<file path="src/rtl/lmul_sequencer.sv">
`default_nettype none
// ============================================================================
// Module      : lmul_sequencer
// Description : Iterative WIDTH x WIDTH -> 2*WIDTH long multiplier (UMULL /
//               SMULL). It captures the operands on start, takes magnitudes,
//               runs one shift-add step per cycle for WIDTH cycles, negates the
//               product when the signed result must be negative, then writes
//               the low half and the high half on consecutive cycles.
//
// Ports       : clk     - core clock, rising edge
//               reset   - synchronous, active-high
//               start   - one-cycle request, sampled only in IDLE
//               Signed  - 1 = SMULL, 0 = UMULL (captured with start)
//               SrcA    - multiplicand (captured with start)
//               SrcB    - multiplier   (captured with start)
//               busy    - high from LOAD through WRHI
//               WrEn    - register-file write request (WRLO, WRHI)
//               WrSel   - 0 = RdLo, 1 = RdHi
//               WrData  - product half being written, 0 otherwise
//               done    - one-cycle pulse in WRHI
//               NFlag   - bit 2*WIDTH-1 of the final product
//               ZFlag   - final product is zero
//
// Revision    : 1.0 - initial release
// ============================================================================
module lmul_sequencer #(
    parameter int WIDTH = 32
) (
    input  logic             clk,
    input  logic             reset,
    input  logic             start,
    input  logic             Signed,
    input  logic [WIDTH-1:0] SrcA,
    input  logic [WIDTH-1:0] SrcB,
    output logic             busy,
    output logic             WrEn,
    output logic             WrSel,
    output logic [WIDTH-1:0] WrData,
    output logic             done,
    output logic             NFlag,
    output logic             ZFlag
);

    // Iteration counter: wide enough to hold WIDTH-1 without wrapping.
    localparam int c_CNT_W = $clog2(WIDTH) + 1;
    localparam logic [c_CNT_W-1:0] c_CNT_LAST = c_CNT_W'(WIDTH - 1);
    localparam logic [c_CNT_W-1:0] c_CNT_ONE  = c_CNT_W'(1);

    localparam logic [2:0] c_IDLE  = 3'd0;
    localparam logic [2:0] c_LOAD  = 3'd1;
    localparam logic [2:0] c_MUL   = 3'd2;
    localparam logic [2:0] c_FIXUP = 3'd3;
    localparam logic [2:0] c_WRLO  = 3'd4;
    localparam logic [2:0] c_WRHI  = 3'd5;

    logic [2:0]         r_state;
    logic [2:0]         w_next_state;

    logic [WIDTH-1:0]   r_a;        // operand A, becomes |A| in LOAD
    logic [WIDTH-1:0]   r_b;        // operand B as captured
    logic               r_signed;
    logic               r_neg;
    logic [WIDTH-1:0]   r_mult;     // multiplier shift register
    logic [2*WIDTH-1:0] r_acc;
    logic [c_CNT_W-1:0] r_count;
    logic               r_nflag;
    logic               r_zflag;

    logic               w_accept;
    logic [WIDTH-1:0]   w_mag_a;
    logic [WIDTH-1:0]   w_mag_b;
    logic [2*WIDTH-1:0] w_addend;
    logic [2*WIDTH-1:0] w_acc_fix;

    // ------------------------------------------------------------------------
    // State register
    // ------------------------------------------------------------------------
    always_ff @(posedge clk) begin
        if (reset) begin
            r_state <= c_IDLE;
        end else begin
            r_state <= w_next_state;
        end
    end

    // ------------------------------------------------------------------------
    // Next-state logic
    // ------------------------------------------------------------------------
    always_comb begin
        w_next_state = r_state;
        case (r_state)
            c_IDLE:  if (start) w_next_state = c_LOAD;
            c_LOAD:  w_next_state = c_MUL;
            c_MUL:   if (r_count == c_CNT_LAST) w_next_state = c_FIXUP;
            c_FIXUP: w_next_state = c_WRLO;
            c_WRLO:  w_next_state = c_WRHI;
            c_WRHI:  w_next_state = c_IDLE;
            default: w_next_state = c_IDLE;
        endcase
    end

    assign w_accept = (r_state == c_IDLE) && start;

    // Magnitudes are unsigned, so |0x80..0| stays 0x80..0 and is still correct.
    assign w_mag_a = (r_signed && r_a[WIDTH-1]) ? -r_a : r_a;
    assign w_mag_b = (r_signed && r_b[WIDTH-1]) ? -r_b : r_b;

    assign w_addend  = {{WIDTH{1'b0}}, r_a} << r_count;
    assign w_acc_fix = r_neg ? -r_acc : r_acc;

    // ------------------------------------------------------------------------
    // Datapath
    // ------------------------------------------------------------------------
    always_ff @(posedge clk) begin
        if (reset) begin
            r_a      <= '0;
            r_b      <= '0;
            r_signed <= 1'b0;
            r_neg    <= 1'b0;
            r_mult   <= '0;
            r_acc    <= '0;
            r_count  <= '0;
            r_nflag  <= 1'b0;
            r_zflag  <= 1'b0;
        end else begin
            case (r_state)
                c_IDLE: begin
                    if (w_accept) begin
                        r_a      <= SrcA;
                        r_b      <= SrcB;
                        r_signed <= Signed;
                    end
                end
                c_LOAD: begin
                    r_a     <= w_mag_a;
                    r_mult  <= w_mag_b;
                    r_neg   <= r_signed & (r_a[WIDTH-1] ^ r_b[WIDTH-1]);
                    r_acc   <= '0;
                    r_count <= '0;
                end
                c_MUL: begin
                    if (r_mult[0]) begin
                        r_acc <= r_acc + w_addend;
                    end
                    r_mult <= r_mult >> 1;
                    // Hold at the last value instead of wrapping on exit.
                    if (r_count != c_CNT_LAST) begin
                        r_count <= r_count + c_CNT_ONE;
                    end
                end
                c_FIXUP: begin
                    r_acc   <= w_acc_fix;
                    r_nflag <= w_acc_fix[2*WIDTH-1];
                    r_zflag <= (w_acc_fix == '0);
                end
                default: begin
                end
            endcase
        end
    end

    // ------------------------------------------------------------------------
    // Outputs: decoded from the state register and registered datapath only
    // ------------------------------------------------------------------------
    always_comb begin
        busy   = (r_state != c_IDLE);
        WrEn   = (r_state == c_WRLO) || (r_state == c_WRHI);
        WrSel  = (r_state == c_WRHI);
        done   = (r_state == c_WRHI);
        WrData = '0;
        if (r_state == c_WRLO) begin
            WrData = r_acc[WIDTH-1:0];
        end else if (r_state == c_WRHI) begin
            WrData = r_acc[2*WIDTH-1:WIDTH];
        end
        NFlag  = r_nflag;
        ZFlag  = r_zflag;
    end

endmodule
`default_nettype wire

</file>
<file path="config.mk">
export PLATFORM = sky130hd
export DESIGN_NAME = lmul_sequencer
export DESIGN_NICKNAME = d
export VERILOG_FILES = /design/src/rtl/lmul_sequencer.sv
export SDC_FILE = /design/constraint.sdc
export NUM_CORES = 1
export LEC_CHECK = 0
export CELL_PAD_IN_SITES_DETAIL_PLACEMENT = 1
export CELL_PAD_IN_SITES_GLOBAL_PLACEMENT = 2
export CORE_MARGIN = 5
export CORE_UTILIZATION = 38
export CTS_CLUSTER_SIZE = 16
export DETAILED_ROUTE_END_ITERATION = 8
export GPL_TIMING_DRIVEN = 0
export PLACE_DENSITY_LB_ADDON = 0.1
export RECOVER_POWER = 25
export SLEW_MARGIN = 20
export SYNTH_ARGS = -nofsm -noshare
export SYNTH_HDL_FRONTEND = slang
export SYNTH_SLANG_ARGS = --single-unit
</file>
<file path="constraint.sdc">
create_clock -name clk -period 13.1 [get_ports clk]
set_input_delay 3.93 -clock clk [delete_from_list [all_inputs] [get_ports clk]]
set_output_delay 3.93 -clock clk [all_outputs]
set_load 0.005 [all_outputs]
</file>
## After elaboration in Yosys (flattened, before gate mapping)

Index checks and enable logic that the tools add are counted.

| word-level totals | value |
|---|---|
| logic and storage cells | 61 |
| bits in registers | 173 |
| output and inout port bits | 38 |
| bits of input ports | 68 |

| operators by class | value |
|---|---|
| bitwise gates (word level) | 2 |
| muxes and demuxes | 15 |
| equal/unequal tests | 13 |
| reduce and logical (&&, ||, !) cells | 15 |
| shift-type cells | 1 |
| add/sub/neg operators | 5 |

Operators by type and width:

| operator | number |
|---|---|
| $pmux 64 s3 | 1 |
| $mux 32 | 5 |
| $mux 64 | 2 |
| $pmux 32 s2 | 2 |
| $add 64x64->64 | 1 |
| $logic_not 64->1 | 1 |
| $neg 32->32 | 2 |
| $neg 64->64 | 1 |
| $shl 32x6->64 | 1 |
| $pmux 3 s5 | 1 |
| $ne 2x2->1 const B | 6 |
| $pmux 6 s2 | 1 |
| $reduce_and 2->1 | 4 |
| $add 6x1->6 const B | 1 |
| $eq 3x2->1 const B | 2 |
| $eq 3x3->1 const B | 2 |
| $eq 6x5->1 const B | 1 |
| $mux 3 | 2 |
| $mux 6 | 1 |
| $ne 6x5->1 const B | 1 |
| $reduce_bool 3->1 | 2 |
| $reduce_bool 2->1 | 2 |
| $eq 3x1->1 const B | 1 |
| $logic_and 1x1->1 | 3 |
| 5 further kinds | 5 |

## Longest topological paths before layout

| logic depth | value |
|---|---|
| word-level depth | 4 |
| gate-level depth with buffers | 24 |
| mapped depth without buffers | 20 |

## Worst setup path before layout

Ideal clock, no wire load.

| path | value |
|---|---|
| path kind | in2reg |
| from | input reset |
| to | register r_zflag (netlist: ZFlag) |
| data required time | 13.031 ns |
| library setup time | 0.069 ns |
| arrival time | 5.574 ns |
| stages | 7 |
| buffers on the path | 0 |
| slack | 7.457 ns |
| cells stage by stage | or4b_2 nor3_1 nand4_1 or4_1 nor4_2 nand4_1 o21ai_1 |

RTL lines:

| item | line | text |
|---|---|---|
| from (decl) | 30 | `input logic reset,` |
| to (signal assigned) | 154 | `r_zflag <= (w_acc_fix == '0);` |
| to (decl) | 67 | `logic r_zflag;` |

## Worst setup path after layout

| path | value |
|---|---|
| from | register r_state[1] |
| to | output done |

| between the ends | value |
|---|---|
| longest elaborated chain between the ends | 1 |

RTL lines:

| item | line | text |
|---|---|---|
| from (decl) | 56 | `logic [2:0] r_state;` |
| from (signal assigned) | 80 | `r_state <= c_IDLE;` |
| from (signal assigned) | 82 | `r_state <= w_next_state;` |
| $eq 3x3->1 | 169 | `done = (r_state == c_WRHI);` |
| to (decl) | 39 | `output logic done,` |

No other way between the ends.

==> reports/qor.yml <==
status: "completed"
clk_pin_slew_ns: 0.08
die_w_um: 222.7
crit_arrival_ns: 3.42
coreArea_um2: 45090
max_freq_ghz: 0.1361
wl_met1_um: 35260
crit_fanout: 10
drive_above_1_share: 0.04620
track_usage: 0.3346
drt-initial-drc-count: 1840
gp_congestion: 1.010
clockBufferDepth: 2
grt_max_degree: 21
finalNetCount: 2742
rsz0062_at_grt: "false"
drc: 0
syn_area_per_cell_um2: 6.930
yosys_warnings: 0
cts_tree: "built"
synth_edf_count: 0
vias: 20240
finalCriticalPeriod_ns: 7.349
nFillCells: 5844
numCtsBuffers: 17
fin_worst_skew_ns: 0.01408
drtAntennaViolNets: 0
die_h_um: 222.7
die_area_um2: 49600
clock-root-buffer: "clkbuf_16"
synth_seq_cells: 173
h-tree-depth: 4
layout.cells.most_common: "nand2_1"
postCtsSetupBuffers: 0
postCtsHoldBufs: 0
setup_viol: 0
power_leakage_nw: 7.183
crit_type: "reg2out"
first_global_vias: 20510
viasPerCell: 6.286
routed.top_layer: "met4"
rows: 78
ctsResizeCount: 0
synth_ff_type: "dfxtp_1"
grt_antenna_before_repair: 0
yosysUniqueCellTypes: 85
routed-wl-met2_um: 40460
slew_viol_final: 0
async_flop_share: 0
initial_core_util: 0.3813
dp.cells: 3187
area_growth_pct: 14.28
multiInputGateArea_um2: 12770
mappedNetlistArea_um2: 17190
grt_pass1_wl_um: 128300
clock-sinks: 173
synth_cells: 2481
hold_class: "reg2reg"
end_kind: "primary output"
yosysSeqAreaShare: 0.2014
maxCapViolations: 0
drt_first_pass_iters: 5
startpoint_type: "flop"
worst_slew_pin_slew_ns: 1.228
routed_wl_um: 86420
most-common-layout-cells: "nand2_1 (318), nor2_1 (277), a21oi_1 (266)"
wl_per_cell_um: 26.84
ir_drop_mv: 0.1198
powerDensity_nw_per_um2: 110.9
num_io_pins: 106
hold_viol_final: 0
wl_met3_um: 5467
place_hpwl_um: 70280
grt_overflow_total: 0
insertion_delay_ns: 0.51
port-buffer-count: 105
maxSlewHeadroom: 0.1813
syn_nets: 2617
timing.hold.ws_ns: 0.4766
seqCellArea_um2: 3463
finalSetupTns_ns: 0
fin_crit_sh: 0.5610
cp.required_ns: 9.17
fin_cells: 3220
[metrics by stage]
step / power, W / util / setup slack [ns] / instance area [µm²]
2_1_floorplan: 0.001240 / - / 7.457 / 17190
3_3_place_gp: 0.001568 / 0.4213 / 6.082 / 18990
3_5_place_dp: 0.001587 / 0.4215 / 5.953 / 19000
4_1_cts: 0.002158 / 0.4357 / 5.807 / 19650
5_1_grt: 0.002276 / 0.4357 / 5.386 / 19650
6_report: 0.002178 / 0.4358 / 5.751 / 19650
[Yosys cell counts, types with 7 or more instances]
cell | count | area (µm²)
mux2_2 | 18 | 202.7
a21oi_1 | 266 | 1331
o31a_1 | 8 | 70.07
a22o_1 | 10 | 87.58
ha_1 | 67 | 838.3
o21ai_0 | 186 | 930.9
o31ai_1 | 19 | 142.6
or2_2 | 19 | 118.9
inv_1 | 40 | 150.1
buf_1 | 31 | 116.4
or4_1 | 22 | 165.2
xnor2_1 | 59 | 516.8
xor2_1 | 63 | 551.8
mux2i_1 | 86 | 860.8
nand2_1 | 318 | 1194
and3_1 | 21 | 131.4
nor3_1 | 75 | 375.4
nand2b_1 | 19 | 118.9
a21o_1 | 32 | 240.2
and2_1 | 22 | 137.6
a31oi_1 | 27 | 168.9
a211oi_1 | 22 | 165.2
nor2b_1 | 22 | 137.6
dfxtp_1 | 173 | 3463
o21a_1 | 16 | 120.1
mux4_2 | 14 | 315.3
nor4_1 | 17 | 106.4
a22oi_1 | 50 | 375.4
or3_1 | 31 | 193.9
o22ai_1 | 40 | 250.2
clkbuf_1 | 163 | 611.8
o32ai_1 | 16 | 140.1
o41ai_1 | 7 | 61.31
o221ai_1 | 11 | 96.34
nand3_1 | 40 | 200.2
nand4_1 | 29 | 181.4
a221oi_1 | 19 | 166.4
nor2_1 | 277 | 1040
buf_2 | 9 | 45.04
o21bai_1 | 17 | 127.6
[layer usage]
metal	GRT usage	vias to the layer above
met4	0.1852	0
li1	-	9306
met3	0.05219	232
met1	0.4088	9859
met2	0.5627	843
met5	0	-
[cell type report]
type | instances | area share
antenna | 1 | 0.0001274
buffer | 207 | 0.04114
clock buffer | 17 | 0.02165
clock inverter | 15 | 0.01095
inverter | 42 | 0.008024
multi-input combinational | 2059 | 0.6499
sequential | 173 | 0.1763
tap | 600 | 0.03821
timing repair buffer | 106 | 0.05368
[power by group]
part,internal (W),total (W),switching (W),leakage (nW)
combinational,0.000309,0.000966,0.000657,5.47
clock,0.000279,0.000570,0.000291,0.310
sequential,0.000569,0.000642,0.0000729,1.41
[path summary, 6_finish.rpt]
check | from | to | slack [ns] | cells past startpoint
hold / removal | r_mult[0] | r_mult[0] | 0.48 | 2
setup reg to reg | r_count[1] | r_acc[57] | 5.79 | 19
setup / recovery | r_state[1] | done | 5.75 | 7
hold reg to reg | r_mult[0] | r_mult[0] | 0.48 | 2
[sequential cells by signal (all words and copies together), names as in the netlist]
name,flops
r_mult,32
ZFlag,1
r_b,32
r_acc,64
r_state,3
r_a,32
r_signed,1
NFlag,1
r_neg,1
r_count,6
[worst max-delay path, stage by stage, from the launching register on]
cell and delay [ns]:
dfxtp_1 0.35, clkbuf_1 0.38, nand2b_1 0.16, clkbuf_1 0.47
clkbuf_1 0.69, nor2_1 0.23, buf_4 0.20, clkdlybuf4s50_1 0.43
[logic make-up after synthesis]
family | after synthesis | share of synthesized area
muxes | 118 | 0.08020
DFF | 173 | 0.2014
buffers and inverters | 249 | 0.05618
AOI/OAI and AO/OA | 803 | 0.2909
adders and majority gates | 68 | 0.04992
and+or+nand+nor | 948 | 0.2592
xor gates and xnor gates | 122 | 0.06215
Power figures use the tool's default switching activity.
